**config.mk**
```make
export PLATFORM = sky130hd
export DESIGN_NAME = aes_host_sequencer
export DESIGN_NICKNAME = d
export VERILOG_FILES = /design/src/rtl/aes_host_sequencer.sv
export SDC_FILE = /design/constraint.sdc
export NUM_CORES = 1
export LEC_CHECK = 0
export ABC_CLOCK_PERIOD_IN_PS = 4300
export CORE_MARGIN = 10
export CORE_UTILIZATION = 52
export CTS_BUF_LIST = sky130_fd_sc_hd__clkbuf_8
export CTS_CLUSTER_SIZE = 16
export DETAILED_ROUTE_END_ITERATION = 8
export PLACE_DENSITY = 0.82
export SYNTH_ARGS = -nofsm -noshare
export SYNTH_HDL_FRONTEND = slang
export SYNTH_SLANG_ARGS = --single-unit
```
**constraint.sdc**
```tcl
create_clock -name CLK -period 4.3 [get_ports CLK]
set_clock_uncertainty 0.05 [all_clocks]
set_input_delay 0.645 -clock CLK [delete_from_list [all_inputs] [get_ports CLK]]
set_output_delay 0.645 -clock CLK [all_outputs]
set_load 0.02 [all_outputs]
```
**src/rtl/aes_host_sequencer.sv**
```systemverilog
// Host-side sequencer for the AES I/O block's byte-wide register port (DIN/ADDR/WR/START/OK/DOUT).
// Optional WAIT_OK / CHK_FULL watchdog is compiled in when AES_HOST_TIMEOUT_EN is defined.
module aes_host_sequencer #(
  parameter int unsigned TIMEOUT_CYCLES = 4096,
  parameter int unsigned TO_W           = 13
) (
  input  logic         CLK,
  input  logic         RSTB,
  input  logic         req_valid,
  output logic         req_ready,
  input  logic         req_op,
  input  logic [2:0]   req_nk,
  input  logic [127:0] req_text,
  input  logic [255:0] req_key,
  output logic         rsp_valid,
  input  logic         rsp_ready,
  output logic [127:0] rsp_data,
  output logic         rsp_err,
  output logic [7:0]   DIN,
  output logic [6:0]   ADDR,
  output logic         WR,
  output logic         START,
  input  logic         OK,
  input  logic [7:0]   DOUT
);

  localparam int unsigned AW    = 7;
  localparam int unsigned DW    = 8;
  localparam int unsigned IDX_W = 5;

  localparam logic [AW-1:0] ADDR_TEXT = 7'h00;
  localparam logic [AW-1:0] ADDR_RES  = 7'h10;
  localparam logic [AW-1:0] ADDR_KEY  = 7'h20;
  localparam logic [AW-1:0] ADDR_OP   = 7'h40;
  localparam logic [AW-1:0] ADDR_NK   = 7'h41;
  localparam logic [AW-1:0] ADDR_FULL = 7'h42;

  typedef enum logic [3:0] {
    S_IDLE, S_WR_CFG, S_WR_TEXT, S_WR_KEY, S_CHK_FULL, S_START, S_WAIT_OK, S_RD, S_RESP
  } state_t;

  state_t                r_state;
  logic [IDX_W-1:0]      r_idx;
  logic                  r_phase;
  logic                  r_op;
  logic [2:0]            r_nk;
  logic [15:0][DW-1:0]   r_text;
  logic [31:0][DW-1:0]   r_key;
  logic [15:0][DW-1:0]   r_rsp_data;
  logic                  r_rsp_valid;
  logic                  r_rsp_err;
  logic [DW-1:0]         r_din;
  logic [AW-1:0]         r_addr;
  logic                  r_wr;
  logic                  r_start;

  logic [IDX_W-1:0]      w_idx_nxt;
  logic [IDX_W-1:0]      w_key_last;
  logic                  w_nk_ok;
  logic                  w_to_hit;

  assign w_idx_nxt = r_idx + 5'd1;
  assign w_nk_ok   = (req_nk == 3'd3) || (req_nk == 3'd5) || (req_nk == 3'd7);

  // Index of the last key byte written for the registered key size.
  always_comb begin
    w_key_last = 5'd15;
    case (r_nk)
      3'd5:    w_key_last = 5'd23;
      3'd7:    w_key_last = 5'd31;
      default: ;
    endcase
  end

`ifdef AES_HOST_TIMEOUT_EN
  localparam logic [TO_W-1:0] TO_LAST = TO_W'(TIMEOUT_CYCLES - 1);
  logic [TO_W-1:0] r_to;

  // One counter serves both waits: cleared before each phase, counts busy polls or WAIT_OK cycles.
  always_ff @(posedge CLK or negedge RSTB) begin
    if (!RSTB) begin
      r_to <= '0;
    end else if (r_state == S_WR_KEY || r_state == S_START) begin
      r_to <= '0;
    end else if (r_state == S_WAIT_OK && !OK) begin
      r_to <= r_to + 1'b1;
    end else if (r_state == S_CHK_FULL && r_phase && DOUT[0]) begin
      r_to <= r_to + 1'b1;
    end
  end

  assign w_to_hit = (r_to == TO_LAST);
`else
  logic [TO_W-1:0] w_unused_to;
  assign w_unused_to = TO_W'(TIMEOUT_CYCLES);
  assign w_to_hit    = 1'b0;
`endif

  always_ff @(posedge CLK or negedge RSTB) begin
    if (!RSTB) begin
      r_state     <= S_IDLE;
      r_idx       <= '0;
      r_phase     <= 1'b0;
      r_op        <= 1'b0;
      r_nk        <= '0;
      r_text      <= '0;
      r_key       <= '0;
      r_rsp_data  <= '0;
      r_rsp_valid <= 1'b0;
      r_rsp_err   <= 1'b0;
      r_din       <= '0;
      r_addr      <= '0;
      r_wr        <= 1'b0;
      r_start     <= 1'b0;
    end else begin
      case (r_state)
        S_IDLE: begin
          if (req_valid) begin
            r_op       <= req_op;
            r_nk       <= req_nk;
            r_text     <= req_text;
            r_key      <= req_key;
            r_rsp_data <= '0;
            r_rsp_err  <= 1'b0;
            if (w_nk_ok) begin
              r_state <= S_WR_CFG;
              r_idx   <= '0;
              r_wr    <= 1'b1;
              r_addr  <= ADDR_OP;
              r_din   <= {7'b0, req_op};
            end else begin
              r_state     <= S_RESP;
              r_rsp_valid <= 1'b1;
              r_rsp_err   <= 1'b1;
            end
          end
        end
        S_WR_CFG: begin
          if (r_idx == 5'd0) begin
            r_idx  <= 5'd1;
            r_addr <= ADDR_NK;
            r_din  <= {5'b0, r_nk};
          end else begin
            r_state <= S_WR_TEXT;
            r_idx   <= '0;
            r_addr  <= ADDR_TEXT;
            r_din   <= r_text[0];
          end
        end
        S_WR_TEXT: begin
          if (r_idx == 5'd15) begin
            r_state <= S_WR_KEY;
            r_idx   <= '0;
            r_addr  <= ADDR_KEY;
            r_din   <= r_key[0];
          end else begin
            r_idx  <= w_idx_nxt;
            r_addr <= ADDR_TEXT + 7'(w_idx_nxt);
            r_din  <= r_text[w_idx_nxt[3:0]];
          end
        end
        S_WR_KEY: begin
          if (r_idx == w_key_last) begin
            r_state <= S_CHK_FULL;
            r_phase <= 1'b0;
            r_wr    <= 1'b0;
            r_din   <= '0;
            r_addr  <= ADDR_FULL;
          end else begin
            r_idx  <= w_idx_nxt;
            r_addr <= ADDR_KEY + 7'(w_idx_nxt);
            r_din  <= r_key[w_idx_nxt];
          end
        end
        // Phase 0 presents the status address, phase 1 sees its registered read data.
        S_CHK_FULL: begin
          if (!r_phase) begin
            r_phase <= 1'b1;
          end else begin
            r_phase <= 1'b0;
            if (!DOUT[0]) begin
              r_state <= S_START;
              r_start <= 1'b1;
            end else if (w_to_hit) begin
              r_state     <= S_RESP;
              r_rsp_valid <= 1'b1;
              r_rsp_err   <= 1'b1;
            end
          end
        end
        S_START: begin
          r_start <= 1'b0;
          r_state <= S_WAIT_OK;
        end
        S_WAIT_OK: begin
          if (OK) begin
            r_state <= S_RD;
            r_idx   <= '0;
            r_addr  <= ADDR_RES;
          end else if (w_to_hit) begin
            r_state     <= S_RESP;
            r_rsp_valid <= 1'b1;
            r_rsp_err   <= 1'b1;
            r_rsp_data  <= '0;
          end
        end
        // Read pipeline: address i goes out in cycle i, its byte lands one cycle later.
        S_RD: begin
          if (r_idx != 5'd0) begin
            r_rsp_data[4'(r_idx - 5'd1)] <= DOUT;
          end
          if (r_idx == 5'd16) begin
            r_state     <= S_RESP;
            r_rsp_valid <= 1'b1;
          end else begin
            r_idx <= w_idx_nxt;
            if (r_idx < 5'd15) begin
              r_addr <= ADDR_RES + 7'(w_idx_nxt);
            end
          end
        end
        S_RESP: begin
          if (rsp_ready) begin
            r_state     <= S_IDLE;
            r_rsp_valid <= 1'b0;
          end
        end
        default: r_state <= S_IDLE;
      endcase
    end
  end

  assign req_ready = (r_state == S_IDLE);
  assign rsp_valid = r_rsp_valid;
  assign rsp_data  = r_rsp_data;
  assign rsp_err   = r_rsp_err;
  assign DIN       = r_din;
  assign ADDR      = r_addr;
  assign WR        = r_wr;
  assign START     = r_start;

endmodule

```
==> run metrics <==
CP Data Arrival Time 3.91 ns; f_max 293 MHz; Leak approximately 13 nW; die area 54,900 um^2; PortBufs 548; Pre-antenna DRT Iters 8; worst hold slack 0.0240 ns; Tot Pwr 21.0 mW; area leader, netlist dfrtp_1; status finished clean; peak supply drop 0.385 mV; max-slew violation count 0; Post-synth EDFFs 0; CTS Buf Count 89; num rows 78; Die Width 234 um; GP Congestion 0.908; ANT nets after route 0; H-tree depth 3; met1 wire length ~29,000 um; Final setup viols 0; MaxCap Viol Count 0; crit start category register; final worst-path cycle share between 70% and 80%; Final nets 2,602; Slew @ Worst Pin between 1 and 1.5 ns; synth warn 0; core area 45,400 um^2; CTS tree built; crit path cell chain ha_1, nand3_1, inv_1, ha_1, inv_1, nor2_1, a32oi_1, and3_1, or3_1; Primary FF master, synth dfrtp_1; area post-placement 30,000 um^2; net count after synthesis 2,045; most instantiated library cell after synthesis dfrtp_1; # DRC 0; DP Worst Slack 0.947 ns; first-pass GRT wire length 114,000 um; Critical Path End Type register; setup slack after layout approximately 0.88 ns; CP max stage cell nor2_1; top-area cell type share of the netlist area 57.0%; Skew-Pair Late Insertion Delay 0.66 ns; share of cells above drive strength 1 29.9%; area growth from synthesis to layout 33.2%; Critical Path RT 4.79 ns; Final Hold Vio Count 0; Slew headroom 27.9%; top layer used by detailed routing met5; Worst R2R End DIN[4]; synth top area cells dfrtp_1, mux2_2, mux4_2, o2bb2ai_1, nand2_1; Avg Vias per Cell 5.90; routed len/inst 27.0 um; initial drt markers 1,463; setup TNS 0 ns; largest net degree at the start of global routing 112; Crit Path Class reg -> reg; post-synthesis sequential area ratio around 57%; post-route cell area 31,800 um^2; min Tclk post-route around 3.4 ns; RR Startpoint r_idx[0]; flops & latches, synth 544; Core Util, Final 70.1%; Post-CTS Setup Bufs 0; clock sink count 544; mapped cell area 23,900 um^2; DR WL met2 38,500 um; Mapped Cells 1,637; hpwl dp 57,700 um; CTS clk-pin slew, worst paths roughly 0.06 ns; DP Cell Count 2,703; root buffer cell clkbuf_8; initial antenna violation count 19; CP Max Fanout 9; met3 wire length around 6600 um; via count 16.9k; CTS hold repair buffers 0; Synth top cells by count dfrtp_1, mux2_2, nand2_1; Starting Density 52.6%; Worst Reg2Reg Path Length in Cells 9; R2R setup slack 0.88 ns; total routed wirelength 77,300 um; vias in the first global route 18.3k; CP max stage delay just under 0.8 ns; RSZ-0062 raised after global routing no; grt ovf 0; I/O pins 549; Post-Syn Area per Cell 14.6 um^2; power density over the cells around 660 nW/um^2; CTS max path bufs 3; Total GRT Usage 27.7%; Async SR Flop Fraction 100%; height of the die 234 um; worst min path class in -> async; Finished Layout Cells 2,866; Resize count post-CTS 0; post-synthesis cell type count 60
==> cell families (layout without fill, tap and decap cells) <==
kind of cell / Yosys count / after routing / synth area share [%]
xor gates and xnor gates: 4 / 4 / 0.147
DFF: 544 / 544 / 57.0
AOI/OAI and AO/OA: 229 / 229 / 7.27
adders and majority gates: 7 / 7 / 0.367
other: 0 / 6 / 0
and+or+nand+nor: 217 / 217 / 4.14
muxes: 512 / 512 / 28.7
buffers and inverters: 124 / 747 / 2.39
==> critical path: cells and delay by family, from the launching register on <==
kind                     cells  cell delay (ns)
AO/OA/AOI/OAI                1             0.25
AND/OR/NAND/NOR              4             1.61
flip-flops                   1             0.50
buffers and inverters        2             0.18
adder cells (fa/ha/maj)      2             0.70
==> placed cells by master, fill, tap and decap left out, types with 31 or more instances in the layout <==
cell | Yosys | layout
nand2_1 | 125 | 124
nor2_1 | 32 | 31
clkdlybuf4s50_1 | 0 | 547
o21ai_0 | 49 | 49
mux4_2 | 98 | 98
o2bb2ai_1 | 96 | 96
dfrtp_1 | 544 | 543
mux2_2 | 389 | 389
clkbuf_8 | 0 | 111
inv_1 | 8 | 40
==> registers in the layout, indices dropped and copies added, names as in the netlist <==
name	count
r_key	256
r_text	128
rsp_data	128
DIN	8
ADDR	7
r_idx	5
r_state	4
r_nk	3
START	1
WR	1
r_phase	1
rsp_err	1
rsp_valid	1
==> area by class of cell <==
cell class | instances | area [um^2]
diodes | 6 | 15.0
flip-flops and latches | 544 | 13600
repair buffers | 580 | 5840
multi-input cells | 969 | 9740
well taps | 600 | 751
inverters | 10 | 37.5
fillers | 3094 | 13600
clock buffers | 111 | 1530
clock inverters | 46 | 263
==> power by group <==
part	internal (mW)	leakage, nW	switching, mW	total [mW]
sequential	7.12	6.73	1.26	8.38
clock	2.45	1.04	2.08	4.53
combinational	4.49	5.46	3.61	8.11
total	14.1	13.2	6.95	21.0
==> worst max path at each step <==
stage | cells after the start | from | slack [ns] | to
6_report | 9 | r_idx[0] | 0.88 | DIN[4]
5_1_grt | 9 | r_idx[1] | 0.79 | DIN[4]
4_1_cts | 9 | r_idx[0] | 0.92 | DIN[7]
3_5_place_dp | 9 | r_idx[0] | 0.95 | DIN[4]
3_3_place_gp | 9 | r_idx[0] | 0.97 | DIN[4]
2_1_floorplan | 14 | r_idx[0] | 0.72 | DIN[6]
==> per-layer routing <==
| layer | up-vias | global-route usage, % |
|---|---|---|
| li1 | 7228 | - |
| met1 | 8703 | 33.5 |
| met2 | 775 | 46.0 |
| met3 | 175 | 8.10 |
| met4 | 22 | 11.4 |
| met5 | - | 0 |
Power figures use the tool's default switching activity.
